[src/rtl/button_pkg.sv]
// Shared types and default timing for the push-button conditioning stage.
// BUTTON_DEBOUNCE_AUTOREPEAT_EN enables the REPEAT_* states in button_debounce_pulse.
package button_pkg;

    typedef enum logic [1:0] {
        RELEASED    = 2'd0,
        PRESSED     = 2'd1,
        REPEAT_WAIT = 2'd2,
        REPEAT_RUN  = 2'd3
    } button_state_e;

    localparam int unsigned CLK_FREQ_HZ     = 50_000_000;
    localparam int unsigned CYCLES_PER_MS   = CLK_FREQ_HZ / 1000;
    localparam int unsigned DEBOUNCE_MS     = 10;
    localparam int unsigned REPEAT_DELAY_MS = 500;
    localparam int unsigned REPEAT_PERIOD_MS = 100;

    localparam int unsigned DEFAULT_DEBOUNCE_CYCLES      = CYCLES_PER_MS * DEBOUNCE_MS;
    localparam int unsigned DEFAULT_REPEAT_DELAY_CYCLES  = CYCLES_PER_MS * REPEAT_DELAY_MS;
    localparam int unsigned DEFAULT_REPEAT_PERIOD_CYCLES = CYCLES_PER_MS * REPEAT_PERIOD_MS;

    // Bits needed to hold any value 0..max_count inclusive.
    function automatic int unsigned counter_width(input int unsigned max_count);
        if (max_count < 1) begin
            return 1;
        end
        return $clog2(max_count + 1);
    endfunction

endpackage

[src/rtl/sync_2ff.sv]
// Two-flop synchroniser for asynchronous single-bit inputs (buttons, switches).
// RESET_VALUE should be the input's idle level so reset does not look like an edge.
module sync_2ff #(
    parameter logic RESET_VALUE = 1'b0
) (
    input  logic clk,
    input  logic rst,
    input  logic d,
    output logic q
);

    logic meta_q;
    logic meta_d;
    logic sync_q;
    logic sync_d;

    always_comb begin
        meta_d = d;
        sync_d = meta_q;
    end

    always_ff @(posedge clk) begin
        if (rst) begin
            meta_q <= RESET_VALUE;
            sync_q <= RESET_VALUE;
        end else begin
            meta_q <= meta_d;
            sync_q <= sync_d;
        end
    end

    assign q = sync_q;

endmodule

[src/rtl/button_debounce_pulse.sv]
// Synchronise, debounce and edge-detect a raw push button into a clean level and press/release strobes.
// Define BUTTON_DEBOUNCE_AUTOREPEAT_EN to add hold-to-repeat press pulses.
module button_debounce_pulse
    import button_pkg::*;
#(
    parameter int unsigned DEBOUNCE_CYCLES      = DEFAULT_DEBOUNCE_CYCLES,
    parameter bit          ACTIVE_LOW           = 1'b1,
    parameter int unsigned REPEAT_DELAY_CYCLES  = DEFAULT_REPEAT_DELAY_CYCLES,
    parameter int unsigned REPEAT_PERIOD_CYCLES = DEFAULT_REPEAT_PERIOD_CYCLES
) (
    input  logic clk,
    input  logic rst,
    input  logic enable,
    input  logic button_in,
    output logic button_level,
    output logic press_pulse,
    output logic release_pulse
);

    localparam int unsigned       CNT_W        = counter_width(DEBOUNCE_CYCLES);
    localparam logic [CNT_W-1:0]  CNT_LAST     = CNT_W'(DEBOUNCE_CYCLES - 1);
    localparam logic              RAW_RELEASED = ACTIVE_LOW;

    if (DEBOUNCE_CYCLES < 2) begin : g_bad_debounce
        $error("button_debounce_pulse: DEBOUNCE_CYCLES must be at least 2");
    end
    if (REPEAT_DELAY_CYCLES == 0 || REPEAT_PERIOD_CYCLES == 0) begin : g_bad_repeat
        $error("button_debounce_pulse: REPEAT_* cycle counts must be non-zero");
    end

    logic          raw_sync;
    logic          sync_pressed;
    logic          differ;
    logic          accept;
    logic          press_evt;
    logic          release_evt;

    logic [CNT_W-1:0] cnt_q;
    logic [CNT_W-1:0] cnt_d;
    button_state_e    state_q;
    button_state_e    state_d;
    logic             button_level_q;
    logic             button_level_d;
    logic             press_pulse_q;
    logic             press_pulse_d;
    logic             release_pulse_q;
    logic             release_pulse_d;

`ifdef BUTTON_DEBOUNCE_AUTOREPEAT_EN
    localparam logic [31:0] REPEAT_DELAY_LAST  = 32'(REPEAT_DELAY_CYCLES - 1);
    localparam logic [31:0] REPEAT_PERIOD_LAST = 32'(REPEAT_PERIOD_CYCLES - 1);

    logic [31:0] hold_q;
    logic [31:0] hold_d;
`endif

    sync_2ff #(
        .RESET_VALUE (RAW_RELEASED)
    ) u_sync (
        .clk (clk),
        .rst (rst),
        .d   (button_in),
        .q   (raw_sync)
    );

    // Any cycle where the input agrees with the accepted level wipes the count.
    always_comb begin
        sync_pressed = ACTIVE_LOW ? ~raw_sync : raw_sync;
        differ       = sync_pressed ^ button_level_q;
        accept       = differ && (cnt_q == CNT_LAST);
        cnt_d        = '0;
        if (differ && !accept) begin
            cnt_d = cnt_q + CNT_W'(1);
        end
    end

    always_comb begin
        state_d     = state_q;
        press_evt   = 1'b0;
        release_evt = 1'b0;
`ifdef BUTTON_DEBOUNCE_AUTOREPEAT_EN
        hold_d      = hold_q;
`endif
        case (state_q)
            RELEASED: begin
                if (accept) begin
                    press_evt = 1'b1;
`ifdef BUTTON_DEBOUNCE_AUTOREPEAT_EN
                    state_d   = REPEAT_WAIT;
                    hold_d    = '0;
`else
                    state_d   = PRESSED;
`endif
                end
            end
            PRESSED: begin
                if (accept) begin
                    release_evt = 1'b1;
                    state_d     = RELEASED;
                end
            end
`ifdef BUTTON_DEBOUNCE_AUTOREPEAT_EN
            // A debounced release always wins over a repeat due in the same cycle.
            REPEAT_WAIT: begin
                if (accept) begin
                    release_evt = 1'b1;
                    state_d     = RELEASED;
                    hold_d      = '0;
                end else if (hold_q == REPEAT_DELAY_LAST) begin
                    press_evt = 1'b1;
                    state_d   = REPEAT_RUN;
                    hold_d    = '0;
                end else begin
                    hold_d = hold_q + 32'd1;
                end
            end
            REPEAT_RUN: begin
                if (accept) begin
                    release_evt = 1'b1;
                    state_d     = RELEASED;
                    hold_d      = '0;
                end else if (hold_q == REPEAT_PERIOD_LAST) begin
                    press_evt = 1'b1;
                    hold_d    = '0;
                end else begin
                    hold_d = hold_q + 32'd1;
                end
            end
`endif
            default: begin
                state_d = RELEASED;
            end
        endcase

        button_level_d  = (state_d != RELEASED);
        press_pulse_d   = press_evt & enable;
        release_pulse_d = release_evt & enable;
    end

    always_ff @(posedge clk) begin
        if (rst) begin
            cnt_q           <= '0;
            state_q         <= RELEASED;
            button_level_q  <= 1'b0;
            press_pulse_q   <= 1'b0;
            release_pulse_q <= 1'b0;
        end else begin
            cnt_q           <= cnt_d;
            state_q         <= state_d;
            button_level_q  <= button_level_d;
            press_pulse_q   <= press_pulse_d;
            release_pulse_q <= release_pulse_d;
        end
    end

`ifdef BUTTON_DEBOUNCE_AUTOREPEAT_EN
    always_ff @(posedge clk) begin
        if (rst) begin
            hold_q <= '0;
        end else begin
            hold_q <= hold_d;
        end
    end
`endif

    assign button_level  = button_level_q;
    assign press_pulse   = press_pulse_q;
    assign release_pulse = release_pulse_q;

endmodule
[config.mk]
export PLATFORM = sky130hd
export DESIGN_NAME = button_debounce_pulse
export DESIGN_NICKNAME = d
export VERILOG_FILES = /design/src/rtl/button_pkg.sv /design/src/rtl/sync_2ff.sv /design/src/rtl/button_debounce_pulse.sv
export SDC_FILE = /design/constraint.sdc
export NUM_CORES = 1
export LEC_CHECK = 0
export ABC_AREA = 1
export CORE_AREA = 5 5 65 67
export DETAILED_ROUTE_END_ITERATION = 10
export DIE_AREA = 0 0 70 72
export PLACE_DENSITY = 0.47
export SYNTH_ARGS = -nofsm -noshare
export SYNTH_HDL_FRONTEND = slang
export SYNTH_SLANG_ARGS = --single-unit
[constraint.sdc]
create_clock -name clk -period 2.1 [get_ports clk]
set_input_delay 0.21 -clock clk [delete_from_list [all_inputs] [get_ports clk]]
set_output_delay 0.21 -clock clk [all_outputs]
set_load 0.05 [all_outputs]
After elaboration in Yosys (flattened, before gate mapping)
Index checks and enable logic that the tools add are counted.
{"block": "totals", "input_bits": 4, "output_inout_bits": 3, "reg_bits": 26}
{"block": "classes", "n_eq_ne": 2, "add_sub_neg": 1, "n_bitwise": 5, "reduce_logical": 6, "muxes": 6}
{"op": "$add A19 B1 Y19 const B", "count": 1}
{"op": "$eq A19 B19 Y1 const B", "count": 1}
{"op": "$mux W2", "count": 2}
{"op": "$pmux W2 S2", "count": 1}
{"op": "$mux W1", "count": 3}
{"op": "$and A1 B1 Y1", "count": 2}
{"op": "$eq A2 B1 Y1 const B", "count": 1}
{"op": "$logic_and A1 B1 Y1", "count": 2}
{"op": "$logic_not A2 Y1", "count": 1}
{"op": "$not A1 Y1", "count": 2}
{"op": "$reduce_bool A2 Y1", "count": 1}
{"op": "$reduce_or A2 Y1", "count": 1}
{"op": "$logic_not A1 Y1", "count": 1}
{"op": "$xor A1 B1 Y1", "count": 1}

Longest topological paths before layout
{"block": "logic_depth", "word_depth": 7, "ltp_mapped": 10, "mapped_depth_nobuf": 10}

Cells and area by module
A second synthesis with hierarchy kept.
{"block": "unflattened", "cells_unflattened": 174, "area_unflattened_um2": 1255.0}
{"module": "button_debounce_pulse", "area_each_um2": 1196.1, "seq_area_each_um2": 480.5, "instances": 1, "cells_per_inst": 167}
{"module": "sync_2ff", "area_each_um2": 58.8, "seq_area_each_um2": 40.0, "instances": 1, "cells_per_inst": 7}

Least setup slack after synthesis
OpenSTA, ideal clock, no wires.
{"block": "synth_path", "path_kind": "register to register", "start": "register cnt_q[0]", "end": "register cnt_q[10]", "setup_ns": 0.122, "path_stages_with_launch": 8, "path_slack_ns": 0.634, "required_ns": 1.978, "arrival_ns": 1.344, "period_less_slack_ns": 1.466, "cell_sequence": "dfxtp_1 ha_1 nand3_2 clkinv_2 nand3_2 o21ai_4 buf_6 a21oi_1"}
{"block": "synth_between", "elab_chain_len": 6}
{"item": "start, declared", "line": "button_debounce_pulse.sv:38", "text": "logic [CNT_W-1:0] cnt_q;"}
{"item": "start signal, assigned", "line": "button_debounce_pulse.sv:148", "text": "cnt_q <= cnt_d;"}
{"item": "branches (longest 6 deep; another with $add A19 B1 Y19)"}
Several ways; the timed one is not identified.
A chain may end at the register's enable or synchronous reset.

Worst setup path after layout
{"block": "layout_path", "start": "register button_level_q, in the netlist button_level", "end": "output button_level"}
{"item": "start, declared", "line": "button_debounce_pulse.sv:42", "text": "logic button_level_q;"}
{"item": "start signal, assigned", "line": "button_debounce_pulse.sv:150", "text": "button_level_q <= button_level_d;"}
{"item": "end, declared", "line": "button_debounce_pulse.sv:15", "text": "output logic button_level,"}
No word-level cell between the ends.

==> impl_metrics.toml <==
[run_status]
status = "finished clean"

[pwr]
seqPwrFrac = 0.579
sw_frac_of_total = 0.189
power.density_nw_per_um2 = 623
power_frac_comb = 0.019
netSwitchingPower_uw = 163
cellInternalPower_uw = 699
peakVddDrop_mv = 0.221
total_power_uw = 861
leakage_nw = 0.440
clock_power_share = 0.402

[hold_path]
min_to = "u_sync.q"
hp-class = "flip-flop to flip-flop"
hold_path.startpoint = "u_sync.meta_q"
hold_depth = 1

[synth]
synthMostInstantiatedCell = "nand2_1"
syn_avg_cell_area_um2 = 7.10
ys_seq_area_frac = 0.428
synth_seq_cells = 26
yosysWarnings = 0
async_reset_ff_frac = 0
synth_enable_flop_cells = 0
yosys.area.top_type_share = 0.428
yosysUniqueCellTypes = 22
ys.flop_type = "dfxtp_1"
synth_area_leaders = "dfxtp_1, nand2_1, nor2_1"
netlist_area_um2 = 1210
netlist_top_cells_count = "nand2_1, nor2_1, dfxtp_1, inv_1, a21oi_1"
synth_top_area_cell = "dfxtp_1"
syn-num-nets = 176
syn_inst = 171

[setup_path]
crit_path_max_incr_delay_ns = 0.81
crit_fanout = 2
r2r_slack_ns = 0.42
crit_family = "buffers and inverters"
r2r_end = "cnt_q[2]"
crit_slowest_cell = "clkdlybuf4s50_1"
critPathCaptureType = "output pin"
r2r-start = "cnt_q[0]"
cp.arrival_ns = 1.50
crit_cells = 1
crit_chain = "clkdlybuf4s50_1"
critPathBufInv = 1
critPathRequiredTime_ns = 1.89
worst-setup-path-type = "flip-flop to output pin"
start_kind = "flip-flop"
reg2reg_depth = 7

[sta]
fmax_mhz = 584
rsz0062_at_grt = "false"
maxSlewHeadroom = 0.663
tns_ns = 0
hold_viol_final = 0
setup_viol = 0
worst_pin_slew_ns = 0.504
skew_ns = 0.0109
min_period_over_period = 0.816
period_minus_slack_ns = 1.71
slew_viol_final = 0

[clock_network]
postCtsSetupBuffers = 0
clkSlewWorstSetupHoldPaths_ns = 0.15
cts_resized = 0
cts_tree = "done"
cts_hold_buf = 0
clock_latency_ns = 0.33
cts-root-buf = "clkbuf_4"
cts_num_sinks = 26
clockBufferDepth = 2
htreeDepth = 1
cts_buffers = 3

[placed_design]
dpl.hpwl_um = 1800
io_buffers = 6
gp_congestion = 0.769

[route]
drt_iter0_drc = 38
vias_per_cell = 4.31
routedWlPerCell_um = 10.0
dr.pass1.iters = 4
finalWirelength_um = 2290
vias = 987
drc = 0
ant_nets = 0

[floorplanning]
core_um2 = 3580
fp.dieH_um = 72
die-area_um2 = 5040
io_pins = 7
fp.dieW_um = 70
rows = 22
start_util = 0.340

[finish]
syn_to_final_growth_pct = 13.9
diodes = 0
nFillCells = 379
fin_nets = 187
drive_gt1_frac = 0.0829

[grt]
groute.usage.overall = 0.103
first_global_vias = 1005
grt_max_degree = 16
grt_pass1_wl_um = 4260
grt_antenna_before_repair = 0
gr-total-overflow = 0

[flow_run]
maxCapViolations = 0
-- routing by layer --
metal | GRT usage | share of wire | up-vias
li1 | - | - | 554
met1 | 0.128 | 0.51 | 423
met2 | 0.176 | 0.45 | 6
met3 | 0.0166 | 0.018 | 4
met4 | 0.0447 | 0.015 | 0
met5 | 0 | 0 | -
-- power groups by stage --
stage / registers, mW / clock network [mW] / logic (mW)
detailed placement: 0.509 / 0 / 0.0167
floorplan: 0.509 / 0 / 0.00855
CTS: 0.499 / 0.361 / 0.0167
global placement: 0.509 / 0 / 0.0166
global route: 0.499 / 0.378 / 0.0186
finish: 0.499 / 0.347 / 0.0163
-- worst max path at each step --
stage	slack [ns]	start	to
after floorplan	0.63	cnt_q[0]	cnt_q[10]
after global placement	0.49	cnt_q[0]	cnt_q[14]
after detailed placement	0.42	cnt_q[0]	cnt_q[10]
after CTS	0.36	button_level	button_level
after global routing	0.25	cnt_q[0]	cnt_q[3]
final	0.39	button_level	button_level
-- flip-flops by register name, indices dropped and copies added, names as in the netlist --
signal / flops
cnt_q: 19
release_pulse: 1
state_q: 2
press_pulse: 1
u_sync.q: 1
u_sync.meta_q: 1
button_level: 1
-- layout make-up --
cell class	count	area, um2	area share
multi-input cells	125	611	0.441
well taps	48	60.1	0.0434
repair buffers	7	67.6	0.0488
inverters	19	72.6	0.0524
flip-flops and latches	26	520	0.376
clock buffers	3	22.5	0.0163
clock inverters	1	30.0	0.0217
-- worst register-to-register path: stages (launching register included) --
cell,delay (ns)
dfxtp_1,0.44
ha_1,0.31
nand3_2,0.16
clkinv_2,0.08
nand3_2,0.10
o21ai_4,0.21
buf_4,0.23
nor2_1,0.07
-- through the flow --
step | hold slack (ns) | instances | utilization | instance area (um2) | setup slack [ns]
2_1_floorplan | 0.279 | 171 | - | 1210 | 0.634
3_3_place_gp | 0.393 | 225 | 0.372 | 1330 | 0.491
3_5_place_dp | 0.396 | 225 | 0.372 | 1330 | 0.422
4_1_cts | 0.425 | 229 | 0.387 | 1380 | 0.361
5_1_grt | 0.429 | 229 | 0.387 | 1380 | 0.251
6_report | 0.429 | 229 | 0.387 | 1380 | 0.387
-- logic make-up (layout without fill, tap and decap cells) --
family,after synthesis,in the layout,synth area share
compound gates,14,14,0.0669
xor+xnor,8,8,0.0577
fa+ha+maj,1,1,0.0103
buf+inv,20,30,0.0690
flops,26,26,0.428
other cells,1,1,0.00309
simple gates,101,101,0.365
-- layout by cell type (no fill, tap or decap), types with 3 or more instances in the layout --
cell and count:
a21oi_1 10, clkbuf_4 3, clkdlybuf4s50_1 6, dfxtp_1 26
inv_1 18, nand2_1 43, nand3_1 7, nand3_2 3
nand4_1 3, nor2_1 34, o21ai_0 3, or2_2 4
xor2_1 7
No activity file was read; power rests on OpenSTA's default activity.
